<file path="config.mk">
export PLATFORM = sky130hd
export DESIGN_NAME = mem_stage_ctrl
export DESIGN_NICKNAME = d
export VERILOG_FILES = /design/src/rtl/mem_stage_pkg.sv /design/src/rtl/mem_load_ext.sv /design/src/rtl/mem_stage_ctrl.sv
export SDC_FILE = /design/constraint.sdc
export NUM_CORES = 1
export LEC_CHECK = 0
export CAP_MARGIN = 15
export CORE_MARGIN = 4
export CORE_UTILIZATION = 39
export CTS_BUF_LIST = sky130_fd_sc_hd__clkbuf_8
export DETAILED_ROUTE_END_ITERATION = 7
export PLACE_DENSITY = 0.74
export RECOVER_POWER = 100
export SLEW_MARGIN = 20
export SYNTH_ARGS = -nofsm -noshare
export SYNTH_HDL_FRONTEND = slang
export SYNTH_SLANG_ARGS = --single-unit
</file>
<file path="constraint.sdc">
create_clock -name clk -period 3.9 [get_ports clk]
set_clock_uncertainty 0.1 [all_clocks]
set_input_delay 0.975 -clock clk [delete_from_list [all_inputs] [get_ports clk]]
set_output_delay 0.975 -clock clk [all_outputs]
set_load 0.02 [all_outputs]
</file>
<file path="src/rtl/mem_stage_pkg.sv">
// Shared constants for the MEM stage: RV32I load/store funct3 codes and FSM states.
package mem_stage_pkg;
  localparam logic [2:0] F3_B  = 3'b000;
  localparam logic [2:0] F3_H  = 3'b001;
  localparam logic [2:0] F3_W  = 3'b010;
  localparam logic [2:0] F3_BU = 3'b100;
  localparam logic [2:0] F3_HU = 3'b101;

  typedef enum logic [1:0] {IDLE, ACCESS, DONE} state_t;
endpackage

</file>
<file path="src/rtl/mem_load_ext.sv">
// Picks the addressed byte/half lane out of a read word and sign/zero extends it.
module mem_load_ext
  import mem_stage_pkg::*;
(
  input  logic [31:0] rdata,
  input  logic [1:0]  addr_lo,
  input  logic [2:0]  funct3,
  output logic [31:0] data
);
  logic [3:0][7:0] lane;
  logic [7:0]      b;
  logic [15:0]     h;

  assign lane = rdata;
  assign b    = lane[addr_lo];
  assign h    = addr_lo[1] ? rdata[31:16] : rdata[15:0];

  always_comb begin
    data = rdata;
    case (funct3)
      F3_B:    data = {{24{b[7]}}, b};
      F3_H:    data = {{16{h[15]}}, h};
      F3_BU:   data = {24'b0, b};
      F3_HU:   data = {16'b0, h};
      default: data = rdata;
    endcase
  end
endmodule

</file>
<file path="src/rtl/mem_stage_ctrl.sv">
// MEM stage: issues one bus access per EX/MEM load/store, stalls upstream until it
// completes or times out, and registers the MEM/WB outputs.
module mem_stage_ctrl
  import mem_stage_pkg::*;
#(
  parameter int TIMEOUT_CYCLES = 255,
  parameter int CNT_W          = 8
) (
  input  logic        clk,
  input  logic        reset,
  input  logic        RegWrite_MEM,
  input  logic        MemtoReg_MEM,
  input  logic        MemRead_MEM,
  input  logic        MemWrite_MEM,
  input  logic        Branch_MEM,
  input  logic        ZERO_MEM,
  input  logic [31:0] PC_MEM,
  input  logic [2:0]  FUNCT3_MEM,
  input  logic [31:0] ALU_OUT_MEM,
  input  logic [31:0] REG_DATA2_MEM,
  input  logic [4:0]  RD_MEM,
  output logic        mem_req,
  output logic        mem_we,
  output logic [31:0] mem_addr,
  output logic [3:0]  mem_be,
  output logic [31:0] mem_wdata,
  input  logic        mem_ready,
  input  logic [31:0] mem_rdata,
  output logic        stall,
  output logic        PCSrc,
  output logic [31:0] PC_Branch_out,
  output logic        RegWrite_WB,
  output logic        MemtoReg_WB,
  output logic [31:0] READ_DATA_WB,
  output logic [31:0] ALU_OUT_WB,
  output logic [4:0]  RD_WB,
  output logic        mem_err
);
  state_t           state_q, state_d;
  logic [CNT_W-1:0] cnt_q;
  logic [31:0]      rdata_q, ext_data, wdata_d;
  logic [2:0]       f3_q;
  logic [1:0]       alo_q;
  logic [3:0]       be_d;
  logic             to_q, access, f3_ok, aligned, issue, bad, timeout_hit;

  assign PCSrc         = Branch_MEM & ZERO_MEM;
  assign PC_Branch_out = PC_MEM;

  assign access      = MemRead_MEM | MemWrite_MEM;
  assign issue       = access & f3_ok & aligned;
  assign bad         = access & ~(f3_ok & aligned);
  assign timeout_hit = (cnt_q == CNT_W'(TIMEOUT_CYCLES - 1));

  always_comb begin
    f3_ok   = 1'b0;
    aligned = 1'b1;
    case (FUNCT3_MEM)
      F3_B, F3_H, F3_W: f3_ok = 1'b1;
      F3_BU, F3_HU:     f3_ok = ~MemWrite_MEM;
      default:          f3_ok = 1'b0;
    endcase
    case (FUNCT3_MEM[1:0])
      2'b01:   aligned = ~ALU_OUT_MEM[0];
      2'b10:   aligned = (ALU_OUT_MEM[1:0] == 2'b00);
      default: aligned = 1'b1;
    endcase
  end

  always_comb begin
    case (FUNCT3_MEM[1:0])
      2'b00: begin
        be_d    = 4'b0001 << ALU_OUT_MEM[1:0];
        wdata_d = {4{REG_DATA2_MEM[7:0]}};
      end
      2'b01: begin
        be_d    = 4'b0011 << {ALU_OUT_MEM[1], 1'b0};
        wdata_d = {2{REG_DATA2_MEM[15:0]}};
      end
      default: begin
        be_d    = 4'b1111;
        wdata_d = REG_DATA2_MEM;
      end
    endcase
  end

  always_ff @(posedge clk) begin
    if (reset) state_q <= IDLE;
    else       state_q <= state_d;
  end

  always_comb begin
    state_d = state_q;
    stall   = 1'b0;
    case (state_q)
      IDLE: if (issue) begin
        stall   = 1'b1;
        state_d = ACCESS;
      end
      ACCESS: begin
        stall = 1'b1;
        if (mem_ready || timeout_hit) state_d = DONE;
      end
      DONE:    state_d = IDLE;
      default: state_d = IDLE;
    endcase
    // A flushed pipeline must not be held by an access that reset is discarding.
    if (reset) stall = 1'b0;
  end

  always_ff @(posedge clk) begin
    if (reset) begin
      mem_req      <= 1'b0;
      mem_we       <= 1'b0;
      mem_addr     <= '0;
      mem_be       <= '0;
      mem_wdata    <= '0;
      cnt_q        <= '0;
      rdata_q      <= '0;
      f3_q         <= '0;
      alo_q        <= '0;
      to_q         <= 1'b0;
      mem_err      <= 1'b0;
      RegWrite_WB  <= 1'b0;
      MemtoReg_WB  <= 1'b0;
      READ_DATA_WB <= '0;
      ALU_OUT_WB   <= '0;
      RD_WB        <= '0;
    end else begin
      mem_err <= 1'b0;
      case (state_q)
        IDLE: begin
          RegWrite_WB  <= RegWrite_MEM & ~access;
          MemtoReg_WB  <= MemtoReg_MEM & ~issue;
          RD_WB        <= RD_MEM;
          ALU_OUT_WB   <= ALU_OUT_MEM;
          READ_DATA_WB <= '0;
          mem_err      <= bad;
          if (issue) begin
            mem_req   <= 1'b1;
            mem_we    <= MemWrite_MEM;
            mem_addr  <= {ALU_OUT_MEM[31:2], 2'b00};
            mem_be    <= be_d;
            mem_wdata <= wdata_d;
            cnt_q     <= '0;
            rdata_q   <= '0;
            f3_q      <= FUNCT3_MEM;
            alo_q     <= ALU_OUT_MEM[1:0];
            to_q      <= 1'b0;
          end
        end
        ACCESS: begin
          RegWrite_WB <= 1'b0;
          MemtoReg_WB <= 1'b0;
          cnt_q       <= cnt_q + 1'b1;
          if (mem_ready) begin
            rdata_q <= mem_rdata;
            mem_req <= 1'b0;
          end else if (timeout_hit) begin
            mem_req <= 1'b0;
            mem_err <= 1'b1;
            to_q    <= 1'b1;
          end
        end
        DONE: begin
          RegWrite_WB  <= RegWrite_MEM & ~to_q;
          MemtoReg_WB  <= MemtoReg_MEM;
          RD_WB        <= RD_MEM;
          ALU_OUT_WB   <= ALU_OUT_MEM;
          READ_DATA_WB <= mem_we ? 32'h0 : ext_data;
        end
        default: ;
      endcase
    end
  end

  mem_load_ext u_ext (
    .rdata   (rdata_q),
    .addr_lo (alo_q),
    .funct3  (f3_q),
    .data    (ext_data)
  );
endmodule

</file>
After elaboration in Yosys (flattened, before gate mapping) --
Index checks and enable logic that the tools add are counted.
Storage, ports and cells: memories kept 0, bits in read-only memories 0, bits of input ports 145, register bits 188, RAM bits 0, latch bits 0, output and inout port bits 176
Cells by class: equality and inequality tests 18, magnitude comparators 1, add/sub/neg operators 1, multiply operators 0, div/mod/pow operators 0, shifts and indexed selects 2, multiplexer cells 34, bitwise gates (word level) 15, reductions and logical operators 18
Operator list (number):
- case mux 32 bit (2 select lines) | 3
- case mux 32 bit (4 select lines) | 1
- two-way mux 32 bit | 3
- binary-select mux 8 bit (select 2 bit) | 1
- two-way mux 16 bit | 1
- two-way mux 8 bit | 2
- case mux 8 bit (2 select lines) | 1
- equality test 3 bit (second input constant) | 4
- case mux 1 bit (2 select lines) | 6
- two-way mux 1 bit | 10
- inequality test 2 bit (second input constant) | 5
- adder 8 x 1 -> 8 bit (second input constant) | 1
- bitwise AND 1 bit | 8
- equality test 8 bit (second input constant) | 1
- case mux 4 bit (2 select lines) | 1
- equality test 3 x 1 -> 1 bit (second input constant) | 2
- logical NOT 2 bit | 3
- logical NOT 3 bit | 2
- NOT 1 bit | 6
- case mux 1 bit (3 select lines) | 2
- AND reduction 2 bit | 3
- AND reduction 3 bit | 2
- equality test 2 x 1 -> 1 bit (second input constant) | 2
- equality test 2 bit (second input constant) | 2
- 14 further kinds | 17

Depth between registers and ports, before layout --
Gate-level depths: netlist (run 1).
depth after elaboration 8, depth in mapped cells 10, mapped depth without buffers 7

By module --
Synthesis (run 1) repeated with hierarchy kept, for this count alone.
Unflattened totals: cell total of the unflattened synthesis 941, area total of the unflattened synthesis 7953.9 µm²
Modules (own cells, without submodules):
- mem_stage_ctrl | instances 1, area each 7154.4 µm², cells an instance 823
- mem_load_ext | instances 1, area each 799.5 µm², cells an instance 118

Worst setup path before layout (run 1) --
No wires, ideal clock.
path type input -> output, from input port FUNCT3_MEM[0], to output port stall, slack 0.244 ns, path buffers 2, data arrival time 2.581 ns, data required time 2.825 ns, stages on the path 8, path through inv_1 > ha_1 > buf_2 > or2_1 > a2bb2oi_2 > nand2_1 > clkbuf_1 > a21oi_1
On the way: longest elaborated chain between the ends 8, elaborated cells on any way between the ends 16, classes of those cells eq/ne (6); mux (5); bitwise (2); reduce/logical (3)
RTL lines:
- from (decl) | line mem_stage_ctrl.sv:18 | input logic [2:0] FUNCT3_MEM,
- equality test 3 x 1 -> 1 bit, or another cell as far along | line mem_stage_ctrl.sv:58 | case (FUNCT3_MEM)
- OR reduction 3 bit / OR reduction 2 bit (equally long branches) | line mem_stage_ctrl.sv:58
- case mux 1 bit (2 select lines) | line mem_stage_ctrl.sv:58
- bitwise AND 1 bit | line mem_stage_ctrl.sv:51 | assign issue = access & f3_ok & aligned;
- bitwise AND 1 bit * | line mem_stage_ctrl.sv:51
- two-way mux 1 bit * | line mem_stage_ctrl.sv:96 | IDLE: if (issue) begin
- case mux 1 bit (2 select lines) * | line mem_stage_ctrl.sv:95 | case (state_q)
- two-way mux 1 bit * | line mem_stage_ctrl.sv:108 | if (reset) stall = 1'b0;
- to (decl) | line mem_stage_ctrl.sv:29 | output logic stall,
Mark *: on every way between the ends. The rest lies on a longest branch, timed or not.

Final worst setup path (run 1) --
Same ends and word-level chain as after synthesis.

==> results of run 1 <==
==> cell usage after synthesis (13+ instances only) <==
| library cell | number | area (um^2) |
|---|---|---|
| nor2_1 | 46 | 173 |
| o21ai_0 | 15 | 75.1 |
| a311oi_1 | 16 | 140 |
| or3_1 | 13 | 81.3 |
| nand2b_1 | 20 | 125 |
| buf_2 | 18 | 90.1 |
| clkbuf_1 | 38 | 143 |
| dfxtp_1 | 188 | 3760 |
| nand2_1 | 207 | 777 |
| buf_4 | 35 | 263 |
| a22o_1 | 50 | 438 |
| inv_1 | 16 | 60.1 |
| a21oi_1 | 116 | 581 |
==> how the worst max path moves through the flow <==
stage | end | cells past startpoint
floorplan | stall | 8
global placement | stall | 7
detailed placement | stall | 7
CTS | stall | 7
global route | stall | 8
finish | stall | 8
==> sequential cells by signal, indices dropped and copies added (netlist names), 3 cells and up <==
register	cells
READ_DATA_WB	32
RD_WB	5
rdata_q	32
f3_q	3
mem_wdata	32
cnt_q	8
mem_be	4
ALU_OUT_WB	32
mem_addr	30
==> power by group <==
| part | switching (mW) | internal, mW | leakage (nW) | total (mW) |
|---|---|---|---|---|
| clock network | 0.752 | 0.594 | 0.204 | 1.35 |
| logic | 0.773 | 0.493 | 2.47 | 1.27 |
| registers | 0.0803 | 2.07 | 1.53 | 2.15 |
==> final cells by class <==
cell class                      count  area (um^2)  share of cell area [%]
Timing Repair Buffer              277         2720                    25.8
Sequential cell                   188         3760                    35.7
Tap cell                          260          325                    3.08
Inverter                           16         60.1                   0.569
Clock buffer                       17          234                    2.22
Clock inverter                     14          171                    1.62
Multi-Input combinational cell    589         3280                    31.0
==> critical path: cells and delay by family <==
| kind | cells | cell delay (ns) |
|---|---|---|
| compound gates | 2 | 0.36 |
| fa+ha+maj | 1 | 0.20 |
| buf+inv | 3 | 0.70 |
| simple gates | 2 | 0.51 |
==> kinds of logic (layout without fill, tap and decap cells) <==
logic type	count (synthesis)	after routing	synth area share (%)
adders and majority gates	9	9	1.48
AOI/OAI and AO/OA	250	250	22.1
and+or+nand+nor	318	318	17.9
DFF	188	188	49.5
other	1	2	0.0494
buffers and inverters	110	324	7.46
muxes	10	10	1.50
==> metal layers <==
layer | vias up | GRT usage (%) | share of wire [%]
met5 | - | 0 | 0.057
met4 | 2 | 6.52 | 2.1
met3 | 30 | 7.48 | 8.7
met2 | 236 | 32.8 | 47
met1 | 3241 | 25.2 | 42
li1 | 3451 | - | -
==> stage by stage <==
stage | power [mW] | area, um^2 | setup WS (ns)
after floorplan | 2.96 | 7600 | 0.244
after global placement | 3.53 | 10200 | 0.106
after detailed placement | 3.54 | 10200 | 0.0789
after CTS | 4.89 | 10600 | 0.0436
after global routing | 5.02 | 10600 | 0.00801
final | 4.77 | 10600 | 0.0855
==> timing repair <==
item                       CTS  global route
gates resized for setup      0             2
hold buffers                 0             0
setup endpoints to repair    0             1
==> summary.txt, run 1 <==
Drt
  – DRT Pass-1 Iters: 5
  – DRT iter0 DRCs: 434
  – DR DRC count: 0
  – Mean number of vias per cell: 5.11
  – Routed len/inst: 16.8 um
  – Via count: 6,960
  – Drt total wl: 22,800 um
  – Final antenna-violating net count: 0

Setup path
  – Crit path arrival time: 2.74 ns
  – Reg2reg start: state_q[0]$_SDFFE_PP0P_
  – CP Launch Type: input port
  – Slowest cell delay on critical path: 0.42 ns
  – CP Capture Type: output pin
  – Type of the worst setup path: in2out
  – CP max-delay cell: clkdlybuf4s50_1
  – Reg-to-reg slack, setup: 0.73 ns
  – WP data required: 2.82 ns
  – R2r endpoint: ALU_OUT_WB[7]$_SDFFE_PP0P_
  – Worst setup path start: FUNCT3_MEM[0]
  – Register-to-Register Path Depth: 6
  – CP max FO: 3
  – Worst path cell trace: clkdlybuf4s50_1, inv_1, ha_1, or3b_4, a31oi_4, nand2_1, a21oi_1, buf_4

Worst hold path
  – WHS Path Cells: 2
  – Hold crit path type: reg2reg
  – Hold Path Sink: mem_addr[7]$_SDFFE_PP0P_
  – Hold path start: mem_addr[7]$_SDFFE_PP0P_

Timing
  – Hold slack: 0.355 ns
  – Slew Limit Fails: 0
  – Hold Fails Final Rpt: 0
  – Fin crit share: 97.8%
  – Max_slew headroom: 4.94%
  – RSZ-0062 raised after global routing: false
  – Endpoints failing setup: 0
  – Max Freq: 262 MHz
  – Final setup TNS: 0 ns
  – Tightest Pin Transition: 1.43 ns
  – Final worst path period need: 3.81 ns

Die
  – I/O pin total: 321
  – Die width: 148 um
  – Core Area: 19,000 um^2
  – Starting Density: 40.1%
  – Die area: 21,800 um^2
  – FP Rows: 50
  – Die height: 148 um

Yosys
  – Post-synth ARST share: 0%
  – Synth cell types: 50
  – FF+latch count, synth: 188
  – Top_reg_cell synth: dfxtp_1
  – Cells after Synth: 886
  – Post-synth EDFFs: 0
  – Syn Area/Cell: 8.57 um^2
  – Sequential-to-total area share from yosys stat: 49.5%
  – Ys Warns: 0
  – Post-synthesis cell area: 7600 um^2

Layout
  – Number of fill cells: 1,740
  – Area delta synth->final: 38.9%
  – Final Util: 55.7%
  – Share of cells above drive strength 1: 5.45%
  – Most common cell after layout, fill and taps aside: nand2_1
  – Fin nets: 1,243
  – Finished Layout Cells: 1,361
  – Most frequent cells in the layout: nand2_1, dfxtp_1, dlygate4sd3_1, a21oi_1, clkdlybuf4s50_1
  – Antenna diodes: 0

Place
  – PortBufs: 254
  – Dpl cells: 1,329
  – GP Congestion: 0.826
  – Post-DP HPWL: 16,500 um

Clocking
  – H-Tree Depth: 4
  – CTS tree: yes
  – Clock Latency Late Sink: 0.45 ns
  – Clock Path Buffers: 2
  – CTS root buffer: clkbuf_8
  – Clock sink total: 188
  – CTS buffer count: 17
  – Clock slew seen by the registers of the worst setup and hold paths: 0.10 ns
  – Post-CTS setup buffers: 0

Global route
  – First-pass GRT wire length: 35,600 um
  – Vias in the first global route: 6,710
  – Gr usage total: 20.3%
  – Largest net degree at the start of global routing: 72
  – Antenna violations before repair: 1
  – Total gr overflow: 0

Outcome
  – Outcome: finished, final reports clean

Pwr
  – Max IR drop VDD: 0.000226 V
  – P_leak: 4.20 nW
  – Pwr/cell area: 452 nW/um^2

Job
  – MaxCap Viol Count: 0
No activity file was read; power rests on OpenSTA's default activity.
==> inputs of run 2 (changes only) <==
--- a/config.mk
+++ b/config.mk
@@ -5,12 +5,13 @@
 export SDC_FILE = /design/constraint.sdc
 export NUM_CORES = 1
 export LEC_CHECK = 0
+export ABC_CLOCK_PERIOD_IN_PS = 3900
 export CAP_MARGIN = 15
 export CORE_MARGIN = 4
 export CORE_UTILIZATION = 39
 export CTS_BUF_LIST = sky130_fd_sc_hd__clkbuf_8
 export DETAILED_ROUTE_END_ITERATION = 7
-export PLACE_DENSITY = 0.74
+export PLACE_DENSITY = 0.8
 export RECOVER_POWER = 100
 export SLEW_MARGIN = 20
 export SYNTH_ARGS = -nofsm -noshare
==> run 2 against run 1 <==
Effect of this change:
- the flow now finishes with violations (capacitance limit, slew limit)
- sequential share of layout area up 0.19 points
- non-clock buffer count down 2
- hold slack worse by 0.0038 ns
- via count up 0.49%
- critical path type unchanged
==> summary.txt, run 2 (synthesis gave the netlist of run 1 again) <==
Outcome
  – Outcome: complete, but fails checks
  – Failing checks: capacitance limit, slew limit

Drt
  – Routed len/inst: 16.7 um (-0.20%)
  – Via count: 6,994 (+0.49%)
  – DR DRC count: 0 (unchanged)
  – DRT Pass-1 Iters: 6 (+1)
  – Final antenna-violating net count: 0 (unchanged)
  – DRT iter0 DRCs: 470 (+8.3%)
  – Drt total wl: 22,800 um (-0.20%)
  – Mean number of vias per cell: 5.14 (+0.49%)

Setup path
  – WP buf/inv: 2 (-1)
  – Crit-path leading delay family: buffers and inverters
  – CP Launch Type: input port
  – CP Capture Type: output pin
  – CP max FO: 3 (unchanged)
  – Worst path cell trace: clkdlybuf4s50_1, ha_1, or3b_4, a31oi_4, nand2_2, a21oi_1, buf_4
  – Crit path arrival time: 2.72 ns (-0.02 ns)
  – Cell count along the critical path: 7 (-1)
  – CP max-delay cell: clkdlybuf4s50_1
  – Slowest cell delay on critical path: 0.51 ns (+0.09 ns)
  – Type of the worst setup path: in2out
  – Reg-to-reg slack, setup: 0.40 ns (-0.33 ns)
  – Register-to-Register Path Depth: 6 (unchanged)
  – WP data required: 2.82 ns (about the same)

Die
  – Die width: 148 um (unchanged)
  – FP Rows: 50 (unchanged)
  – Starting Density: 40.1% (unchanged)
  – I/O pin total: 321 (unchanged)
  – Core Area: 19,000 um^2 (unchanged)
  – Die height: 148 um (unchanged)
  – Die area: 21,800 um^2 (unchanged)

Timing
  – Final worst path period need: 3.80 ns (-0.0160 ns)
  – Max Freq: 263 MHz (+0.42%)
  – Fin crit share: 97.4% (-0.41 points)
  – Fin worst setup slack: 0.101 ns (+0.0160 ns)
  – RSZ-0062 raised after global routing: false
  – Slew Limit Fails: 74 (+74)
  – Endpoints failing setup: 0 (unchanged)
  – Final setup TNS: 0 ns (unchanged)
  – Hold Fails Final Rpt: 0 (unchanged)
  – Tightest Pin Transition: 2.50 ns (+1.08 ns)
  – Hold slack: 0.351 ns (-0.00383 ns)
  – Max_slew headroom: -67.5% (-72 points)

Clocking
  – Cts repair resizes: 0 (unchanged)
  – H-Tree Depth: 4 (unchanged)
  – CTS root buffer: clkbuf_8
  – Clock Path Buffers: 2 (unchanged)
  – CTS tree: yes
  – Clock sink total: 188 (unchanged)
  – Clock slew seen by the registers of the worst setup and hold paths: 0.09 ns (about the same)
  – CTS Hold Bufs: 0 (unchanged)
  – Post-CTS setup buffers: 0 (unchanged)
  – Clock Latency Late Sink: 0.46 ns (about the same)
  – CTS buffer count: 17 (unchanged)

Pwr
  – Pwr/cell area: 445 nW/um^2 (-1.5%)
  – Max IR drop VDD: 0.000264 V (+17%)
  – P_leak: 4.17 nW (-0.72%)

Layout
  – Most common cell after layout, fill and taps aside: nand2_1
  – Area of the multi-input gates: 3280 um^2 (about the same)
  – Number of fill cells: 1,761 (+1.2%)
  – Fin nets: 1,241 (-0.16%)
  – Area delta synth->final: 38.2%
  – Most frequent cells in the layout: nand2_1, dfxtp_1, dlygate4sd3_1, a21oi_1, clkdlybuf4s50_1
  – Share of cells above drive strength 1: 5.73% (+0.28 points)
  – Reg area: 3760 um^2 (unchanged)
  – Post-route cell area: 10,500 um^2 (-0.52%)

Global route
  – Largest net degree at the start of global routing: 54 (-25%)
  – Antenna violations before repair: 2 (+1)
  – Total gr overflow: 0 (unchanged)
  – Gr usage total: 20.3% (about the same)
  – Vias in the first global route: 6,660 (-0.75%)
  – First-pass GRT wire length: 35,600 um (-0.12%)

Place
  – GP Congestion: 0.852 (+3.1%)
  – Placement Cell Area: 10,200 um^2 (-0.12%)
  – PortBufs: 254 (unchanged)
  – Pre-CTS WS: 0.0505 ns (-0.0284 ns)
  – Post-DP HPWL: 16,500 um (-0.23%)

Job
  – MaxCap Viol Count: 2 (+2)

Worst hold path
  – Hold crit path type: reg2reg
  – WHS Path Cells: 2 (unchanged)
run 2: cell types whose count changed in the layout (fill, tap and decap cells not counted), moves of 2 or more:
cell and delta:
bufinv_16 -2, a21oi_1 -2, buf_12 -2, inv_6 -2
clkbuf_8 +2, clkbuf_1 -2, a21oi_2 +2, clkbuf_2 +2
run 2: path summary, 6_finish.rpt:
| kind | to | from |
|---|---|---|
| hold reg to reg | RD_WB[3]$_SDFFE_PP0P_ | RD_WB[3]$_SDFFE_PP0P_ |
| setup / recovery | stall | FUNCT3_MEM[1] |
| hold / removal | RD_WB[3]$_SDFFE_PP0P_ | RD_WB[3]$_SDFFE_PP0P_ |
| setup reg to reg | ALU_OUT_WB[2]$_SDFFE_PP0P_ | state_q[0]$_SDFFE_PP0P_ |
run 2: routing by layer:
layer	vias up	share of wire (%)	GRT usage [%]
li1	3454	-	-
met1	3214	42	25.8
met2	271	47	31.5
met3	53	8.4	6.56
met4	2	3.2	8.90
met5	-	0.035	0
run 2: where the power goes:
group | leakage [nW] | internal [mW] | total [mW] | switching (mW)
logic | 2.45 | 0.490 | 1.25 | 0.765
clock network | 0.196 | 0.504 | 1.26 | 0.757
registers | 1.53 | 2.07 | 2.15 | 0.0803
total | 4.17 | 3.07 | 4.67 | 1.60
run 2: layout make-up:
cell class	instances	share of cell area, %
sequential	188	35.9
multi-input combinational	589	31.2
clock buffer	19	2.49
clock inverter	13	1.18
timing repair buffer	275	25.5
antenna	1	0.0238
tap	260	3.10
inverter	16	0.572
run 2: worst register-to-register path, delay by kind of cell (launching register included):
kind | cells | cell delay, ns
simple gates | 2 | 1.94
fa+ha+maj | 1 | 0.27
flops | 1 | 0.41
compound gates | 1 | 0.13
buf+inv | 2 | 0.60
run 2: through the flow:
step	utilization [%]	cells	total power, mW
after CTS	55.6	1359	4.80
after global placement	53.5	1327	3.51
after global routing	55.4	1361	4.93
after detailed placement	53.6	1327	3.53
final	55.4	1361	4.67
after floorplan	-	887	2.96
==> inputs of run 3 (changes only) <==
--- a/config.mk
+++ b/config.mk
@@ -5,7 +5,6 @@
 export SDC_FILE = /design/constraint.sdc
 export NUM_CORES = 1
 export LEC_CHECK = 0
-export ABC_CLOCK_PERIOD_IN_PS = 3900
 export CAP_MARGIN = 15
 export CORE_MARGIN = 4
 export CORE_UTILIZATION = 39
==> results of run 3 <==
Final layout, timing and power as in run 2 (identical DEF).
